File: src/rtl/timer_bcd_display.sv
// timer_bcd_display: captures a 16-bit timer count and converts it to five
// BCD digits with a sequential shift-add-3 engine. The most recently completed
// result is shown on a multiplexed 7-segment display with leading-zero blanking.
module timer_bcd_display #(
    parameter int REFRESH_DIV = 50000
) (
    input  logic        clk,
    input  logic        rst,
    input  logic        t_valid,
    input  logic [15:0] t_out,
    output logic        busy,
    output logic        bcd_valid,
    output logic [19:0] bcd,
    output logic [4:0]  an,
    output logic [6:0]  seg,
    output logic        dp
);

    localparam int CW = (REFRESH_DIV > 1) ? $clog2(REFRESH_DIV) : 1;

    typedef enum logic [1:0] {IDLE, SHIFT, DONE} state_t;

    state_t        state;
    logic [15:0]   bin;
    logic [19:0]   work;
    logic [19:0]   work_adj;
    logic [3:0]    iter;
    logic [CW-1:0] cnt;
    logic [2:0]    idx;
    logic [4:1]    blank;
    logic [3:0]    dig;
    logic          blank_cur;

    function automatic logic [6:0] seg_decode(input logic [3:0] d);
        case (d)
            4'd0:    seg_decode = 7'b1000000;
            4'd1:    seg_decode = 7'b1111001;
            4'd2:    seg_decode = 7'b0100100;
            4'd3:    seg_decode = 7'b0110000;
            4'd4:    seg_decode = 7'b0011001;
            4'd5:    seg_decode = 7'b0010010;
            4'd6:    seg_decode = 7'b0000010;
            4'd7:    seg_decode = 7'b1111000;
            4'd8:    seg_decode = 7'b0000000;
            4'd9:    seg_decode = 7'b0010000;
            default: seg_decode = 7'b1111111;
        endcase
    endfunction

    // Add-3 correction of every BCD nibble that would overflow when doubled
    always_comb begin
        work_adj = work;
        for (int k = 0; k < 5; k++) begin
            if (work[4*k +: 4] >= 4'd5)
                work_adj[4*k +: 4] = work[4*k +: 4] + 4'd3;
        end
    end

    // Conversion FSM: capture, 16 shift iterations, publish result
    always_ff @(posedge clk) begin
        if (!rst) begin
            state     <= IDLE;
            bin       <= '0;
            work      <= '0;
            iter      <= '0;
            bcd       <= '0;
            bcd_valid <= 1'b0;
            busy      <= 1'b0;
        end else begin
            bcd_valid <= 1'b0;
            unique case (state)
                IDLE: begin
                    if (t_valid) begin
                        bin   <= t_out;
                        work  <= '0;
                        iter  <= '0;
                        busy  <= 1'b1;
                        state <= SHIFT;
                    end
                end
                SHIFT: begin
                    {work, bin} <= {work_adj[18:0], bin, 1'b0};
                    iter        <= iter + 4'd1;
                    if (iter == 4'd15)
                        state <= DONE;
                end
                DONE: begin
                    bcd       <= work;
                    bcd_valid <= 1'b1;
                    busy      <= 1'b0;
                    state     <= IDLE;
                end
                default: state <= IDLE;
            endcase
        end
    end

    // Scan timer: each digit stays lit for REFRESH_DIV clocks
    always_ff @(posedge clk) begin
        if (!rst) begin
            cnt <= '0;
            idx <= '0;
        end else if (cnt == CW'(REFRESH_DIV - 1)) begin
            cnt <= '0;
            idx <= (idx == 3'd4) ? 3'd0 : idx + 3'd1;
        end else begin
            cnt <= cnt + 1'b1;
        end
    end

    // Digit k is blank when it and every more significant digit are zero
    assign blank[4] = (bcd[19:16] == 4'd0);
    assign blank[3] = blank[4] && (bcd[15:12] == 4'd0);
    assign blank[2] = blank[3] && (bcd[11:8]  == 4'd0);
    assign blank[1] = blank[2] && (bcd[7:4]   == 4'd0);

    // Select the scanned digit and its blanking flag
    always_comb begin
        dig       = bcd[3:0];
        blank_cur = 1'b0;
        case (idx)
            3'd1: begin dig = bcd[7:4];   blank_cur = blank[1]; end
            3'd2: begin dig = bcd[11:8];  blank_cur = blank[2]; end
            3'd3: begin dig = bcd[15:12]; blank_cur = blank[3]; end
            3'd4: begin dig = bcd[19:16]; blank_cur = blank[4]; end
            default: begin dig = bcd[3:0]; blank_cur = 1'b0; end
        endcase
    end

    assign an  = ~(5'b00001 << idx);
    assign seg = blank_cur ? 7'b1111111 : seg_decode(dig);
    assign dp  = 1'b1;

endmodule

File: config.mk
export PLATFORM = sky130hd
export DESIGN_NAME = timer_bcd_display
export DESIGN_NICKNAME = d
export VERILOG_FILES = /design/src/rtl/timer_bcd_display.sv
export SDC_FILE = /design/constraint.sdc
export NUM_CORES = 1
export LEC_CHECK = 0
export ABC_AREA = 1
export BUFFER_PORTS_ARGS = -buffer_cell sky130_fd_sc_hd__buf_2
export CORE_ASPECT_RATIO = 2
export CORE_MARGIN = 1
export CORE_UTILIZATION = 58
export CTS_CLUSTER_SIZE = 12
export DETAILED_ROUTE_END_ITERATION = 10
export HOLD_SLACK_MARGIN = 0.05
export PLACE_DENSITY = 0.85
export SYNTH_ARGS = -nofsm -noshare
export SYNTH_HDL_FRONTEND = slang
export SYNTH_SLANG_ARGS = --single-unit
File: constraint.sdc
create_clock -name clk -period 2 [get_ports clk]
set_input_delay 0.1 -clock clk [delete_from_list [all_inputs] [get_ports clk]]
set_output_delay 0.1 -clock clk [all_outputs]
set_load 0.01 [all_outputs]
==> metrics.yaml, run 1 <==
outcome: "complete, but fails checks"
violations: "negative setup slack"
clockBufferDepth: 2
track_usage_pct: 30.44
fmax_mhz: 434.5
routabilityCongestion: 0.9222
port_buffers: 52
dp_hpwl_um: 7357
setup_viol: 7
syn_nets: 639
crit_path_frequent_cell: "nand2_1"
fin_crit_sh_pct: 115.1
grt_use_met2_pct: 58.40
htreeDepth: 3
fin_area_mm2: 0.005398
yosys-top-cells-count: "nand2_1, dfxtp_1, inv_1, nor2_1, a21oi_1"
crit_arrival_ps: 2200
dp_cells: 738
die_height_um: 123.8
hp-class: "input pin to flip-flop"
stdcell_count: 772
busiest_layer: "met2"
grt_pass1_vias: 4054
clkSinkCount: 83
final.setup_skew_ps: 7.830
cts_tree: "done"
crit_fanout: 4
postPlaceCellArea_mm2: 0.004684
critPathLaunchType: "flip-flop"
maxCapViolations: 0
critPathSlowestCell: "dfxtp_4"
worst_slack_ps: -301.4
met1_usage_pct: 29.61
synth_edf_count: 0
root_buffer: "clkbuf_16"
start_util_pct: 59.61
std_cell_rows: 44
fin_nets: 714
netlist_instances: 600
crit_required_ps: 1900
ys_ff_latch: 83
antenna_cells: 0
clk_pin_slew_worst_paths_ps: 60
tightest_slew_ps: 519.3
antenna_found_initial: 0
hold_viol_final: 0
synthesis.area_mm2: 0.004299
synth_top_cell_by_area: "dfxtp_1"
ant_nets: 0
vias_per_cell: 5.723
first_pass_iters: 5
maxSlewViolCount: 0
syn2layout_area_growth_pct: 25.55
wl_per_cell_um: 15.19
synthMostInstantiatedCell: "nand2_1"
grt_max_degree: 42
grt_overflow_total: 0
synthTopCellsByArea: "dfxtp_1, nand2_1, a21oi_1"
clock_latency_ps: 340
yosys_warnings: 0
ios: 54
max_stage_delay_ps: 410
rsz0062_at_grt: "yes"
drive_gt1_share_pct: 21.03
leakage_nw: 2.316
relSlewSlack_pct: 65.33
avgSynthCellArea_um2: 7.165
num_vias: 4418
synth_seq_area_share_pct: 38.65
async_reset_ff_share_pct: 0
hold_slack_ps: 50.89
min_period_ps: 2301
drc_errors: 0
grt_pass1_wl_um: 18370
end_kind: "primary output"
yosysUniqueCellTypes: 40
p_per_area_mw_per_mm2: 728.7
use_met3_pct: 5.403
cts-buffers-inserted: 9
synth_top_area_share_pct: 38.65
wl_um: 11730
crit_chain: "inv_4 > ha_4 > nand2_2 > inv_2 > nand2_1 > nand2_1 > nor2_2 > nand2_2 > nand2_4 > inv_4 > ha_4 > nand3b_1 > nand2_1 > clkinv_2 > nand2_1 > nand2_1 > buf_2"
place_ws_ps: -41.20
yosys_most_used_dff: "dfxtp_1"
dieArea_mm2: 0.007782
peakVddDrop_mv: 0.9052
drt_iter0_drc: 341
worstSetupPathType: "flip-flop to primary output"
fin_total_pwr_mw: 3.933
die_x_um: 62.88
core_area_mm2: 0.007212
[kinds of logic after synthesis]
kind of cell             share of synthesized area (%)
flip-flops                                       38.65
other                                          0.08723
AO/OA/AOI/OAI                                    15.86
XOR/XNOR                                         1.630
adder cells (fa/ha/maj)                          5.821
AND/OR/NAND/NOR                                  28.84
buffers and inverters                            9.110
[path summary, 6_finish.rpt]
path,startpoint,end,slack [ps],cells past startpoint
worst max-delay path,idx[0],seg[6],-300,17
worst min-delay path,t_out[14],bin[14],50,3
worst max register to register,cnt[0],idx[0],330,8
worst min register to register,cnt[0],cnt[0],470,1
[worst max-delay path, delay by kind of cell, from the launching register on]
family	cells	cell delay [ps]
fa+ha+maj	2	310
buf+inv	5	340
flops	1	410
simple gates	10	790
[final cells by class]
class	instances	area (um^2)
clock buffers	12	266.5
clock inverters	4	95.09
fillers	511	1814
inverters	75	295.3
multi-input cells	421	2396
flip-flops and latches	83	1669
well taps	92	115.1
repair buffers	85	560.5
[cell usage in the layout (no fill, tap or decap), types with 2 or more instances in the layout]
master / n
nand2_1: 117
nand3_1: 41
a22oi_1: 4
clkbuf_8: 3
nor2_1: 60
nand2_2: 10
a21oi_1: 59
nor3_1: 8
o221ai_1: 8
inv_1: 61
bufinv_16: 3
nand3b_1: 2
nand4_1: 7
nor2_4: 3
dfxtp_4: 2
nand2_4: 7
clkinv_2: 2
dfxtp_1: 81
ha_4: 8
a31oi_1: 3
clkbuf_16: 9
dlygate4sd3_1: 15
nor2_2: 6
o21ai_0: 41
buf_2: 52
buf_4: 14
o21ai_4: 3
inv_2: 7
xor2_1: 8
buf_6: 4
or2_0: 2
ha_1: 12
inv_4: 5
[sequential cells by signal (all words and copies together) (netlist names)]
register / count
iter: 4
cnt: 16
bin: 16
busy: 1
bcd: 20
idx: 3
work: 20
state: 2
bcd_valid: 1
[where the power goes]
| part | internal, mW | switching [mW] |
|---|---|---|
| combinational | 0.0902 | 0.147 |
| sequential | 1.70 | 0.0295 |
| clock | 1.32 | 0.651 |
[through the flow]
| step | utilization, % | TNS, ps |
|---|---|---|
| after detailed placement | 64.95 | -80.07 |
| after floorplan | - | 0 |
| final | 74.84 | -1679 |
| after CTS | 73.72 | -1455 |
| after global placement | 64.95 | 0 |
| after global routing | 74.84 | -2555 |
[repair_timing]
| action | CTS | global route |
|---|---|---|
| setup endpoints to repair | 7 | 7 |
| buffers inserted | 1 | 3 |
| hold endpoints to repair | 15 | 0 |
| pin swaps | 13 | 14 |
| resized for setup | 29 | 15 |
| hold buffers | 15 | 0 |
[routing by layer]
layer / vias up / wire length (um)
met5: - / 0
met4: 0 / 549
met3: 56 / 554
met2: 186 / 6463
met1: 2063 / 4158
li1: 2113 / -
Power figures use the tool's default switching activity.
==> inputs of run 2 (changes only) <==
Settings changed: SETUP_SLACK_MARGIN from default to 0.5.
==> run 2 against run 1 <==
Compared with the run above:
- clock-buffer cell count shrank 1
- the run still ends with negative setup slack left
- power down 3.1%
- first-iteration DRC count is 72% higher
- highest routed layer unchanged
- sequential share of layout area decreased by 1.5 points
- largest power group unchanged
==> metrics.yaml, run 2 (synthesis results as in run 1) <==
first_pass_iters: 5  # unchanged
crit_arrival_ps: 2400  # +200 ps
grt_pass1_vias: 4407  # +8.7%
cts-buffers-inserted: 9  # unchanged
crit_fanout: 5  # +1
wl_um: 14370  # +23%
ant_nets: 0  # unchanged
port_buffers: 52  # unchanged
vias_per_cell: 6.019  # +5.2%
hp-start: "t_out[12]"
cts_tree: "done"
maxCapViolations: 0  # unchanged
hp-class: "input pin to flip-flop"
outcome: "complete, but fails checks"
routabilityCongestion: 0.8498  # -7.9%
leakage_nw: 2.501  # +8.0%
worstSetupPathType: "flip-flop to primary output"
final_cell_mix: "nand2_1, dfxtp_1, a21oi_1, inv_1, nor2_1"
clock_latency_ps: 340  # about the same
track_usage_pct: 33.68  # +3.2 points
wl_per_cell_um: 18.15  # +19%
p_per_area_mw_per_mm2: 663.0  # -9.0%
dp_cells: 735  # -0.41%
start_util_pct: 59.61  # unchanged
clk_pin_slew_worst_paths_ps: 60  # about the same
std_cell_rows: 44  # unchanged
core_area_mm2: 0.007212  # unchanged
final.setup_skew_ps: 9.618  # +1.788 ps
hold_viol_final: 0  # unchanged
fin_tns_setup_ps: -2917  # -1239 ps
crit_required_ps: 1900  # about the same
critPathLaunchType: "flip-flop"
ios: 54  # unchanged
stdcell_count: 792  # +2.6%
die_height_um: 123.8  # unchanged
relSlewSlack_pct: 57.68  # -7.6 points
num_vias: 4767  # +7.9%
maxSlewViolCount: 0  # unchanged
syn2layout_area_growth_pct: 33.70
final_common_cell: "nand2_1"
grt_overflow_total: 0  # unchanged
tightest_slew_ps: 634.8  # +115.5 ps
critPathLaunch: "idx[0]"
grt_pass1_wl_um: 20150  # +9.7%
clkSinkCount: 83  # unchanged
antenna_cells: 0  # unchanged
htreeDepth: 3  # unchanged
drive_gt1_share_pct: 29.29  # +8.3 points
fmax_mhz: 400.6  # -7.8%
peakVddDrop_mv: 0.7081  # -22%
rsz0062_at_grt: "yes"
die_x_um: 62.88  # unchanged
root_buffer: "clkbuf_16"
antenna_found_initial: 0  # unchanged
dp_hpwl_um: 7940  # +7.9%
min_period_ps: 2496  # +194.8 ps
violations: "negative setup slack"
worst_slack_ps: -496.2  # -194.8 ps
reg_top3: "bcd: 20 flops, work: 20 flops"
end_kind: "primary output"
drt_iter0_drc: 588  # +72%
n_fill_cell: 433  # -15%
setup_viol: 7  # unchanged
dieArea_mm2: 0.007782  # unchanged
fin_crit_sh_pct: 124.8  # +9.7 points
fin_nets: 734  # +2.8%
clockBufferDepth: 2  # unchanged
r2r-start: "work[1]"
drc_errors: 0  # unchanged
grt_max_degree: 42  # unchanged
run 2: cell types whose count changed in the layout (fill, tap and decap cells not counted), moves of 9 or more:
cell     delta
dfxtp_1    -10
nand2_1    -12
nand3_1     -9
buf_4      +19
run 2: power by group:
group / total [mW] / internal, mW / switching [mW] / leakage (nW)
logic: 0.274 / 0.110 / 0.164 / 1.66
clock network: 1.81 / 1.14 / 0.674 / 0.161
registers: 1.73 / 1.69 / 0.0327 / 0.680
total: 3.81 / 2.94 / 0.871 / 2.50
run 2: layer usage:
| layer | global-route usage (%) | vias up | routed length, um |
|---|---|---|---|
| met1 | 32.30 | 2200 | 4613 |
| met3 | 5.128 | 119 | 1007 |
| met2 | 63.78 | 296 | 7553 |
| met4 | 24.42 | 0 | 1199 |
| met5 | 0 | - | 0 |
| li1 | - | 2152 | - |
run 2: worst paths after layout:
path              to  slack, ps  cells after the start
max           seg[5]       -500                     17
min          bin[12]         60                      3
max reg2reg  work[4]        520                      8
min reg2reg   cnt[0]        460                      1
run 2: stage by stage:
stage                     util, %  worst slack [ps]  cell area, um^2  hold WS (ps)  total power, mW
after floorplan                 -             239.3             4408         234.9            1.903
after CTS                   76.13            -273.1             5490         50.45            3.795
after detailed placement    66.15            -19.46             4771         329.6            1.984
after global placement      66.15             51.89             4771         324.3            1.972
final                       79.70            -496.2             5748         55.19            3.811
after global routing        79.70            -553.4             5748         81.66            3.927
run 2: final cells by class:
class | count | area, um^2 | area share [%]
Inverter | 75 | 312.8 | 5.442
Sequential cell | 83 | 1689 | 29.39
Tap cell | 92 | 115.1 | 2.003
Multi-Input combinational cell | 423 | 2580 | 44.88
Timing Repair Buffer | 103 | 724.4 | 12.60
Clock inverter | 5 | 83.83 | 1.458
Clock buffer | 11 | 242.7 | 4.223
run 2: worst max-delay path, cell delays in order, from the launching register on:
cell,delay (ps)
dfxtp_4,400
inv_4,70
ha_4,180
nand2_4,90
inv_4,50
nand2_2,50
nand2_1,50
nor2_1,120
nand2_1,120
nand2_4,120
inv_4,60
ha_4,140
nand3b_1,150
nand2_1,90
clkinv_2,90
nand2_2,70
nand2_2,60
buf_6,120
run 2: repair_timing:
action | 4_1_cts | 5_1_grt
hold endpoints to repair | 14 | 0
hold buffers | 14 | 0
cloned | 2 | 0
pin swaps | 12 | 24
gates resized for setup | 37 | 44
setup endpoints to repair | 26 | 49
buffers inserted | 10 | 15
==> inputs of run 3 (changes only) <==
Settings changed: BUFFER_PORTS_ARGS -buffer_cell sky130_fd_sc_hd__buf_2 to default, CORE_UTILIZATION 58 to 63, DONT_BUFFER_PORTS from default to 1, PLACE_DENSITY 0.85 to 0.84.
==> run 3 against run 2 <==
Compared with the run above:
- the flow still finishes with violations (negative setup slack)
- routed wire length down 8.9%
- clock power down 13%
- cell count down 7.4%
- critical path depth down 3
- design area down 4.9%
- die area down 7.8%
- critical endpoint is now seg[3]
- largest cell class unchanged
==> metrics.yaml, run 3 (synthesis results as in run 1) <==
final_common_cell: "nand2_1"
htreeDepth: 3  # unchanged
port_buffers: 0  # -100%
std_cell_rows: 42  # -4.5%
reg_top3: "bcd: 20 flops, work: 20 flops"
critical-path-top-delay-family: "simple AND/OR/NAND/NOR gates"
first_pass_iters: 6  # +1
hold_viol_final: 0  # unchanged
place_ws_ps: 92.82  # +112.3 ps
cts_tree: "done"
worstSetupPathDepth: 14  # -3
vias_per_cell: 5.967  # -0.86%
crit_arrival_ps: 2220  # -180 ps
maxSlewViolCount: 0  # unchanged
maxCapViolations: 0  # unchanged
peakVddDrop_mv: 0.8140  # +15%
grt_overflow_total: 0  # unchanged
crit_fanout: 4  # -1
fin_crit_sh_pct: 116.0  # -8.8 points
grt_pass1_wl_um: 18080  # -10%
crit_required_ps: 1900  # about the same
routabilityCongestion: 0.9420  # +11%
fin_nets: 679  # -7.5%
end_kind: "primary output"
antenna_cells: 0  # unchanged
tightest_slew_ps: 531.5  # -103.3 ps
antenna_found_initial: 0  # unchanged
dp_hpwl_um: 7364  # -7.3%
final.setup_skew_ps: 11.85  # +2.228 ps
grt_max_degree: 42  # unchanged
crit_buf_inv: 2  # -3
cts-buffers-inserted: 9  # unchanged
relSlewSlack_pct: 64.53  # +6.9 points
rr_worst_depth: 8  # unchanged
min_period_ps: 2320  # -176.0 ps
fmax_mhz: 431.0  # +7.6%
dieArea_mm2: 0.007178  # -7.8%
wl_per_cell_um: 17.86  # -1.6%
drc_errors: 0  # unchanged
hp-class: "input pin to flip-flop"
fin_area_mm2: 0.005469  # -4.9%
root_buffer: "clkbuf_16"
num_vias: 4374  # -8.2%
worst_slack_ps: -320.2  # +176.0 ps
setup_viol: 7  # unchanged
leakage_nw: 2.239  # -10%
clock_latency_ps: 350  # about the same
grt_pass1_vias: 4043  # -8.3%
worstSetupPathType: "flip-flop to primary output"
violations: "negative setup slack"
die_height_um: 118.8  # -4.0%
crit_path_frequent_cell: "nand2_1"
critPathLaunchType: "flip-flop"
postPlaceCellArea_mm2: 0.004498  # -5.7%
stdcell_count: 733  # -7.4%
r2r-end: "idx[0]"
r2r-start: "cnt[0]"
drive_gt1_share_pct: 24.03  # -5.3 points
ant_nets: 0  # unchanged
track_usage_pct: 33.57  # -0.11 points
outcome: "complete, but fails checks"
drt_iter0_drc: 554  # -5.8%
whs_endpoint: "bin[13]"
critPathSlowestCell: "dfxtp_4"
final_cell_mix: "nand2_1, dfxtp_1, inv_1, a21oi_1, nor2_1"
core_area_mm2: 0.006621  # -8.2%
hold_depth: 3  # unchanged
clkSinkCount: 83  # unchanged
ios: 54  # unchanged
clockBufferDepth: 2  # unchanged
wl_um: 13090  # -8.9%
max_stage_delay_ps: 390  # about the same
start_util_pct: 64.93  # +5.3 points
clk_pin_slew_worst_paths_ps: 60  # about the same
dp_cells: 678  # -7.8%
die_x_um: 60.41  # -3.9%
rsz0062_at_grt: "yes"
hp-start: "rst"
p_per_area_mw_per_mm2: 651.4  # -1.8%
crit_chain: "inv_4 > ha_4 > nand2_4 > inv_4 > nand2_1 > nand2_1 > nor2_1 > nand2_1 > nand2_4 > ha_4 > nand2_1 > nand2_1 > nand2_1 > nand2_2"
r2r_slack_ps: 510  # about the same
syn2layout_area_growth_pct: 27.21
==> run 3: changes by cell type in the layout (fill, tap and decap cells not counted), moves of 3 or more <==
cell	delta
a21oi_1	-3
a21oi_2	+3
inv_1	+3
buf_6	-4
buf_4	-7
buf_2	-47
nor2_1	-3
==> run 3: cell type report <==
type / count / area [um^2]
sequential: 83 / 1695
fill: 407 / 1152
inverter: 75 / 307.8
clock inverter: 3 / 21.27
multi-input combinational: 423 / 2643
tap: 88 / 110.1
clock buffer: 13 / 260.3
timing repair buffer: 48 / 431.7
==> run 3: worst max path at each step <==
stage | startpoint | endpoint | slack (ps)
finish | idx[0] | seg[3] | -320
CTS | idx[1] | seg[6] | -200
detailed placement | idx[2] | seg[3] | 90
global route | idx[1] | seg[3] | -500
global placement | idx[1] | seg[1] | 160
floorplan | idx[1] | seg[6] | 240
==> run 3: worst register-to-register path, delay by kind of cell, from the launching register on <==
kind | cells | cell delay (ps)
compound gates | 1 | 60
fa+ha+maj | 1 | 160
buf+inv | 1 | 90
flops | 1 | 370
simple gates | 5 | 710
==> run 3: power by group <==
part	internal [mW]	total, mW	switching [mW]
combinational	0.101	0.256	0.155
clock	0.911	1.58	0.667
sequential	1.69	1.73	0.0350
==> run 3: repair_timing <==
item,CTS,global route
endpoints found under the setup margin,26,41
pin swaps,13,30
setup buffers,6,14
hold buffers,17,0
gates cloned,2,0
gates resized for setup,16,76
hold endpoints to repair,58,0
==> run 3: routing by layer <==
| layer | wire length, um | up-vias | global-route usage, % | share of wire [%] |
|---|---|---|---|---|
| li1 | - | 2034 | - | - |
| met1 | 4379 | 2040 | 31.42 | 33 |
| met2 | 6964 | 213 | 59.68 | 53 |
| met3 | 881 | 87 | 9.989 | 6.7 |
| met4 | 867 | 0 | 20.45 | 6.6 |
| met5 | 0 | - | 0 | 0 |
==> run 3: through the flow <==
step / total power, mW / setup TNS [ps] / hold slack (ps) / util [%]
floorplan: 1.903 / 0 / 234.9 / -
global placement: 1.939 / 0 / 206.8 / 67.93
detailed placement: 1.945 / 0 / 212.3 / 67.93
CTS: 3.529 / -958.8 / 64.15 / 76.80
global route: 3.679 / -2819 / 94.18 / 82.60
finish: 3.562 / -1692 / 75.37 / 82.60
